## src/rtl/core_pkg.sv

```systemverilog
// Shared definitions for the 16-bit pipelined core: datapath defaults and
// the branch condition-code encodings.
package core_pkg;

   localparam int DW_DEFAULT = 16;
   localparam int RW_DEFAULT = 4;

   typedef logic [2:0] cc_t;

   localparam cc_t CC_NE = 3'b000;
   localparam cc_t CC_EQ = 3'b001;
   localparam cc_t CC_GT = 3'b010;
   localparam cc_t CC_LT = 3'b011;
   localparam cc_t CC_GE = 3'b100;
   localparam cc_t CC_LE = 3'b101;
   localparam cc_t CC_OV = 3'b110;
   localparam cc_t CC_UN = 3'b111;

endpackage

```

## src/rtl/br_cond.sv

```systemverilog
// Pure combinational branch-condition evaluator: decides whether condition
// code i_cc holds for the given V/Z/N flags.
module br_cond
   import core_pkg::*;
(
   input  logic [2:0] i_cc,
   input  logic       i_V,
   input  logic       i_Z,
   input  logic       i_N,
   output logic       o_true
);

   always_comb begin
      o_true = 1'b0;
      case (i_cc)
         CC_NE:   o_true = ~i_Z;
         CC_EQ:   o_true = i_Z;
         CC_GT:   o_true = ~i_Z & ~i_N;
         CC_LT:   o_true = i_N;
         CC_GE:   o_true = i_Z | ~i_N;
         CC_LE:   o_true = i_Z | i_N;
         CC_OV:   o_true = i_V;
         CC_UN:   o_true = 1'b1;
         default: o_true = 1'b0;
      endcase
   end

endmodule

```

## src/rtl/ex_mem_stage.sv

```systemverilog
// EX/MEM pipeline boundary: latches EX results into the memory stage, owns
// the V/Z/N condition codes and resolves branches/jumps one cycle after EX.
module ex_mem_stage
   import core_pkg::*;
#(
   parameter int DW = DW_DEFAULT,
   parameter int RW = RW_DEFAULT
)
(
   input  logic          clk,
   input  logic          rst,
   input  logic          stall,

   input  logic          ex_valid,
   input  logic [DW-1:0] ex_aluResult,
   input  logic          ex_V,
   input  logic          ex_Z,
   input  logic          ex_N,
   input  logic [DW-1:0] ex_addResult,
   input  logic [DW-1:0] ex_jumpTo,
   input  logic [DW-1:0] ex_p1,
   input  logic [DW-1:0] ex_pcPlus1,
   input  logic [RW-1:0] ex_dst,
   input  logic          ex_regWe,
   input  logic          ex_memRe,
   input  logic          ex_memWe,
   input  logic          ex_zWe,
   input  logic          ex_nvWe,
   input  logic          ex_isBr,
   input  logic [2:0]    ex_cc,
   input  logic          ex_isJmp,
   input  logic          ex_isJr,
   input  logic          ex_isJal,
   input  logic          ex_hlt,

   output logic          mem_valid,
   output logic [DW-1:0] mem_addr,
   output logic [DW-1:0] mem_wdata,
   output logic [DW-1:0] mem_wbData,
   output logic [RW-1:0] mem_dst,
   output logic          mem_regWe,
   output logic          mem_memRe,
   output logic          mem_memWe,
   output logic          mem_hlt,

   output logic          flagV,
   output logic          flagZ,
   output logic          flagN,

   output logic          redirect,
   output logic [DW-1:0] redirectPC,
   output logic          flush
);

   logic          r_valid;
   logic [DW-1:0] r_addr;
   logic [DW-1:0] r_wdata;
   logic [DW-1:0] r_wbData;
   logic [RW-1:0] r_dst;
   logic          r_regWe;
   logic          r_memRe;
   logic          r_memWe;
   logic          r_hlt;

   logic          r_flagV;
   logic          r_flagZ;
   logic          r_flagN;

   logic          r_brPend;
   logic [2:0]    r_brCc;
   logic [DW-1:0] r_brTarget;

   logic          w_condTrue;
   logic          w_taken;
   logic          w_squash;
   logic          w_capValid;
   logic          w_exIsXfer;
   logic          w_exIsJump;

   // A redirect squashes whatever sits in EX on the same edge, so the
   // younger instruction is captured as a bubble and cannot touch the flags.
   always_comb begin
      w_exIsJump = ex_isJmp | ex_isJr;
      w_exIsXfer = ex_isBr | w_exIsJump;
      w_capValid = ex_valid & ~w_squash;
   end

   always_ff @(posedge clk) begin
      if (rst) begin
         r_valid  <= 1'b0;
         r_addr   <= '0;
         r_wdata  <= '0;
         r_wbData <= '0;
         r_dst    <= '0;
         r_regWe  <= 1'b0;
         r_memRe  <= 1'b0;
         r_memWe  <= 1'b0;
         r_hlt    <= 1'b0;
      end else if (!stall) begin
         r_valid  <= w_capValid;
         r_addr   <= ex_aluResult;
         r_wdata  <= ex_p1;
         r_wbData <= ex_isJal ? ex_pcPlus1 : ex_aluResult;
         r_dst    <= ex_dst;
         r_regWe  <= w_capValid & ex_regWe;
         r_memRe  <= w_capValid & ex_memRe;
         r_memWe  <= w_capValid & ex_memWe;
         r_hlt    <= w_capValid & ex_hlt;
      end
   end

   // Jumps are stored with the always-true code so resolution is uniform.
   always_ff @(posedge clk) begin
      if (rst) begin
         r_brPend   <= 1'b0;
         r_brCc     <= CC_NE;
         r_brTarget <= '0;
      end else if (!stall) begin
         r_brPend   <= w_capValid & w_exIsXfer;
         r_brCc     <= w_exIsJump ? CC_UN : ex_cc;
         r_brTarget <= ex_isJr ? ex_aluResult : (ex_isJmp ? ex_jumpTo : ex_addResult);
      end
   end

   always_ff @(posedge clk) begin
      if (rst) begin
         r_flagV <= 1'b0;
         r_flagZ <= 1'b0;
         r_flagN <= 1'b0;
      end else if (!stall && w_capValid) begin
         if (ex_zWe) begin
            r_flagZ <= ex_Z;
         end
         if (ex_nvWe) begin
            r_flagN <= ex_N;
            r_flagV <= ex_V;
         end
      end
   end

   br_cond u_brCond (
      .i_cc   (r_brCc),
      .i_V    (r_flagV),
      .i_Z    (r_flagZ),
      .i_N    (r_flagN),
      .o_true (w_condTrue)
   );

   always_comb begin
      w_taken  = r_brPend & w_condTrue;
      redirect = w_taken & ~stall;
      flush    = redirect;
      w_squash = redirect;
   end

   assign redirectPC = r_brTarget;

   assign mem_valid  = r_valid;
   assign mem_addr   = r_addr;
   assign mem_wdata  = r_wdata;
   assign mem_wbData = r_wbData;
   assign mem_dst    = r_dst;
   assign mem_regWe  = r_regWe;
   assign mem_memRe  = r_memRe;
   assign mem_memWe  = r_memWe;
   assign mem_hlt    = r_hlt;

   assign flagV = r_flagV;
   assign flagZ = r_flagZ;
   assign flagN = r_flagN;

endmodule

```

## config.mk

```make
export PLATFORM = sky130hd
export DESIGN_NAME = ex_mem_stage
export DESIGN_NICKNAME = d
export VERILOG_FILES = /design/src/rtl/core_pkg.sv /design/src/rtl/br_cond.sv /design/src/rtl/ex_mem_stage.sv
export SDC_FILE = /design/constraint.sdc
export NUM_CORES = 1
export LEC_CHECK = 0
export CORE_MARGIN = 2
export CORE_UTILIZATION = 39
export DETAILED_ROUTE_END_ITERATION = 12
export MAX_ROUTING_LAYER = met4
export PLACE_DENSITY = 0.8
export SLEW_MARGIN = 10
export SYNTH_ARGS = -nofsm -noshare
export SYNTH_HDL_FRONTEND = slang
export SYNTH_SLANG_ARGS = --single-unit
```

## constraint.sdc

```tcl
create_clock -name clk -period 2.2 [get_ports clk]
set_input_delay 0.44 -clock clk [delete_from_list [all_inputs] [get_ports clk]]
set_output_delay 0.44 -clock clk [all_outputs]
set_load 0.03 [all_outputs]
```

# Word-level counts from Yosys, hierarchy flattened
# Cells that the tools add are included.
[op_classes] reduce_logical=5 mux=5 n_eq_ne=7 bitwise=17
[op_table] operator="$mux 16" count=3
[op_table] operator="$eq 3x3->1 const B" count=4
[op_table] operator="$and 1x1->1" count=9
[op_table] operator="$pmux 1 s8" count=1
[op_table] operator="$eq 3x2->1 const B" count=2
[op_table] operator="$not 1->1" count=4
[op_table] operator="$or 1x1->1" count=4
[op_table] operator="$reduce_and 2->1" count=2
[op_table] operator="$eq 3x1->1 const B" count=1
[op_table] operator="$logic_not 3->1" count=1
[op_table] operator="$mux 3" count=1
[op_table] operator="$logic_and 1x1->1" count=1
[op_table] operator="$logic_not 1->1" count=1
[totals] out_inout_bits=78 word_cells=49 regBits=80

# Logic depth before layout (Yosys ltp)
[logic_depth] word_depth=9 mapped_depth=6

# Hierarchy
# A second synthesis with hierarchy kept.
[hier_totals] cells_unflattened=359 area_unflattened_um2=3691.0
[by_module_without_submodules] module="ex_mem_stage" area_per_inst_um2=3614.7 seq_area_each_um2=1601.5 cells_per_inst=348 instances=1
[by_module_without_submodules] module="br_cond" area_per_inst_um2=76.3 seq_area_each_um2=0.0 cells_per_inst=11 instances=1

# Least setup slack after synthesis
# OpenSTA, ideal clock, no wires.
[synth_timing] path_kind="register to output" from="reg r_flagZ (netlist: flagZ)" to="out redirect" required_time_ns=1.760 t_arrival_ns=2.335 slack_ns=-0.575 stages_incl_launch_ff=6 path_cell_list="dfxtp_1 > nor3b_1 > o21ai_1 > a31oi_1 > nor4b_1 > buf_4"
[synth_via] elab_chain_len=5 word_cells_on_any_way=7
[synth_rtl] item="from (decl)" line_no="ex_mem_stage.sv:66" text="logic r_flagZ;"
[synth_rtl] item="from (signal assigned)" line_no="ex_mem_stage.sv:132" text="r_flagZ <= ex_Z;"
[synth_rtl] item="$not 1->1" line_no="br_cond.sv:16, br_cond.sv:18"
[synth_rtl] item="$and 1x1->1" line_no="br_cond.sv:18" text="CC_GT: o_true = ~i_Z & ~i_N;"
[synth_rtl] item="$pmux 1 s8 (*)" line_no="br_cond.sv:15" text="case (i_cc)"
[synth_rtl] item="$and 1x1->1 (*)" line_no="ex_mem_stage.sv:150" text="w_taken = r_brPend & w_condTrue;"
[synth_rtl] item="$and 1x1->1 (*)" line_no="ex_mem_stage.sv:151" text="redirect = w_taken & ~stall;"
[synth_rtl] item="to (decl)" line_no="ex_mem_stage.sv:50" text="output logic redirect,"
# Mark *: on every way between the ends. The rest lies on a longest branch, timed or not.

# Final worst setup path
[layout_timing] from="reg r_brCc[1]" to="out flush"
[layout_via] elab_chain_len=4 word_cells_on_any_way=11
[layout_rtl] item="from (decl)" line_no="ex_mem_stage.sv:70" text="logic [2:0] r_brCc;"
[layout_rtl] item="from (signal assigned)" line_no="ex_mem_stage.sv:120" text="r_brCc <= w_exIsJump ? CC_UN : ex_cc;"
[layout_rtl] item="$eq 3x3->1, or another cell as far along" line_no="br_cond.sv:15"
[layout_rtl] item="$pmux 1 s8 (*)" line_no="br_cond.sv:15"
[layout_rtl] item="$and 1x1->1 (*)" line_no="ex_mem_stage.sv:150"
[layout_rtl] item="$and 1x1->1 (*)" line_no="ex_mem_stage.sv:151"
[layout_rtl] item="to (decl)" line_no="ex_mem_stage.sv:52" text="output logic flush"
# Marks and branches as above.

==> key figures <==
Power and ir drop
  – Pleak: 2.33 nW
  – Clock share of power: 29.1%
  – Combinational Power Share: 25.3%
  – Sw frac: 28.3%
  – Maximum vdd ir drop: 0.352 mV
  – Sw Pwr: 0.985 mW
  – Reg power frac: 45.6%
  – P per Cell Area: 627 mW/mm^2
  – Power Internal: 2.50 mW
  – Pwr Total: 3.48 mW

STA
  – Peak Freq: 475 MHz
  – RSZ-0062 raised after global routing: no
  – Slew Viols, Final: 0
  – Worst-Margin Slew: 0.565 ns
  – Clk_skew: 0.0123 ns
  – Tmin final: 2.11 ns
  – Final Hold Violating Endpoints: 0
  – Post-route setup slack: 0.0941 ns
  – Tcrit/Tclk final: 95.7%
  – Slew HR: 62.3%
  – Final setup fails: 0

Yosys
  – Sequential area share after synthesis: 46.6%
  – Netlist area before placement: 0.00343 sq mm
  – Distinct cells, synth: 29
  – Post-synth EDFFs: 0
  – Yosys top cell by area: dfxtp_1
  – FFs w/ async S/R, synth: 0%
  – Synth Flop Type: dfxtp_1
  – Synthesized net count: 474
  – Mean Syn Cell Area: 9.28 sq um
  – Yosys reg bits: 80
  – Yosys top cell area share: 46.6%
  – Mapped Cells: 370
  – Synth top area cells: dfxtp_1, mux2i_1, nor2_1
  – YS warnings: 0

Status
  – Status: complete, no violations

Placement
  – Cell count after placement: 642
  – Placer Congestion: 0.792
  – Dpl hpwl: 7.60 mm
  – PortBufs: 181
  – DP Worst Slack: -0.0473 ns

Floorplanning
  – # IOs: 182
  – Vert. Die Dim: 97.8 microns
  – Row count: 34
  – Die X: 97.8 microns
  – Die Footprint: 0.00957 sq mm
  – Core ar.: 0.00864 sq mm
  – Initial Util: 39.8%

Drt
  – Post-detailed-route wirelength per cell: 15.4 microns
  – DR pass1 iterations: 4
  – Antenna Nets Post-Route: 0
  – Via count: 3215
  – DRT iter0 DRCs: 51
  – Drt via density: 4.90
  – Total wire length: 10.1 mm
  – DRC: 0

CTS
  – Total CTS buffers: 9
  – Clk pin slew, worst setup/hold paths: 0.08 ns
  – Post-CTS sizing: 10
  – Clk Latency, worst-skew pair: 0.35 ns
  – Root Buffer: clkbuf_8
  – H-tree Lvls: 3
  – Deepest clock path buffer count: 2
  – CTS sink count: 80
  – CTS tree: yes
  – Number of hold buffers added after cts: 0
  – Setup Buffers After CTS: 0

Global route
  – Pin count of the biggest net entering global routing: 93
  – Vias in the first global route: 3286
  – Initial antenna violation count: 0
  – First-pass GRT wire length: 16.1 mm
  – Congestion Overflow GR: 0
  – GRT Overall Usage: 21.6%

Cells and area
  – Layout Nets: 649
  – Area of the multi-input gates: 0.00173 sq mm
  – Post-route insts no fill: 656
  – Share of cells above drive strength 1: 6.20%
  – Filler cell count: 761
  – Register Area: 0.00160 sq mm
  – Synth-to-layout area growth: 61.6%
  – Diodes inserted: 0
  – Most common cell after layout, fill and taps aside: clkdlybuf4s50_1
  – Most frequent cells in the layout: clkdlybuf4s50_1, nor2_1, mux2i_1

Setup path
  – Reg2reg path depth: 6
  – CP Class: reg2out
  – Worst endpoint required time: 1.76 ns
  – CP Capture Type: primary output
  – Arrival time worst endpoint: 1.67 ns
  – Reg2Reg Launch Point: r_brCc[2]
  – CP max FO: 4
  – CP startpoint: r_brCc[1]
  – Setup crit start kind: flop

Job
  – Max-cap viol count: 0

Worst hold path
  – Min-delay src: mem_memWe
  – Hold WC Path Type: reg2reg
  – Hold path cells: 1
-- routing by layer --
layer,up-vias,GRT usage (%),wire length [microns]
li1,1603,-,-
met1,1466,25.4,4380
met2,136,36.2,4870
met3,10,5.37,727
met4,0,7.05,92
met5,-,-,0
-- path summary, 6_finish.rpt --
| kind | slack [ns] | to |
|---|---|---|
| worst min-delay path | 0.48 | mem_memWe |
| worst max register to register | 0.44 | flagV |
| worst max-delay path | 0.09 | flush |
| worst min register to register | 0.48 | mem_memWe |
-- cell type report --
type                            count  share of cell area, %
Clock buffer                       10                   2.30
Inverter                            1                 0.0676
Timing Repair Buffer              191                   34.3
Multi-Input combinational cell    262                   31.1
Clock inverter                      4                  0.856
Sequential cell                    80                   28.8
Tap cell                          108                   2.43
-- cell usage after synthesis (2+ instances only) --
| library cell | instances |
|---|---|
| a21boi_2 | 2 |
| a21oi_1 | 18 |
| a22o_1 | 5 |
| a31oi_1 | 2 |
| buf_1 | 2 |
| buf_2 | 8 |
| clkbuf_1 | 16 |
| dfxtp_1 | 80 |
| mux2i_1 | 87 |
| nand2_1 | 17 |
| nand2b_1 | 9 |
| nor2_1 | 89 |
| nor2b_1 | 2 |
| nor3_1 | 2 |
| o21ai_0 | 16 |
| or3_1 | 2 |
-- state kept, by name (all words and copies together), names as in the netlist, 3 cells and up --
| signal | count |
|---|---|
| mem_addr | 16 |
| mem_wbData | 16 |
| mem_wdata | 16 |
| redirectPC | 16 |
| mem_dst | 4 |
| r_brCc | 3 |
-- critical path, cell delays in order (launching register included) --
cell     delay [ns]
dfxtp_1        0.34
nor2b_1        0.14
o21ai_1        0.17
a31oi_1        0.15
nor4b_4        0.29
buf_2          0.24
-- cell families after synthesis --
kind of cell    share of synthesized area (%)
fa+ha+maj                               0.328
compound gates                           9.11
mux                                      25.4
simple gates                             15.1
buf+inv                                  3.46
flops                                    46.6
-- power groups by stage --
stage / clock, mW / sequential (mW) / combinational, mW
after floorplan: 0 / 1.79 / 0.280
after global placement: 0 / 1.62 / 0.875
after detailed placement: 0 / 1.62 / 0.888
after CTS: 1.05 / 1.59 / 0.890
after global routing: 1.11 / 1.60 / 0.942
final: 1.01 / 1.59 / 0.882
-- stage by stage --
step	TNS, ns	utilization [%]	cell area (sq um)	hold slack, ns
2_1_floorplan	0	-	3450	0.450
3_3_place_gp	0	62.4	5390	0.457
5_1_grt	0	64.3	5550	0.509
6_report	0	64.3	5550	0.481
4_1_cts	0	64.3	5550	0.482
3_5_place_dp	-0.0847	62.4	5390	0.463
(Power assumes the default switching activity.)
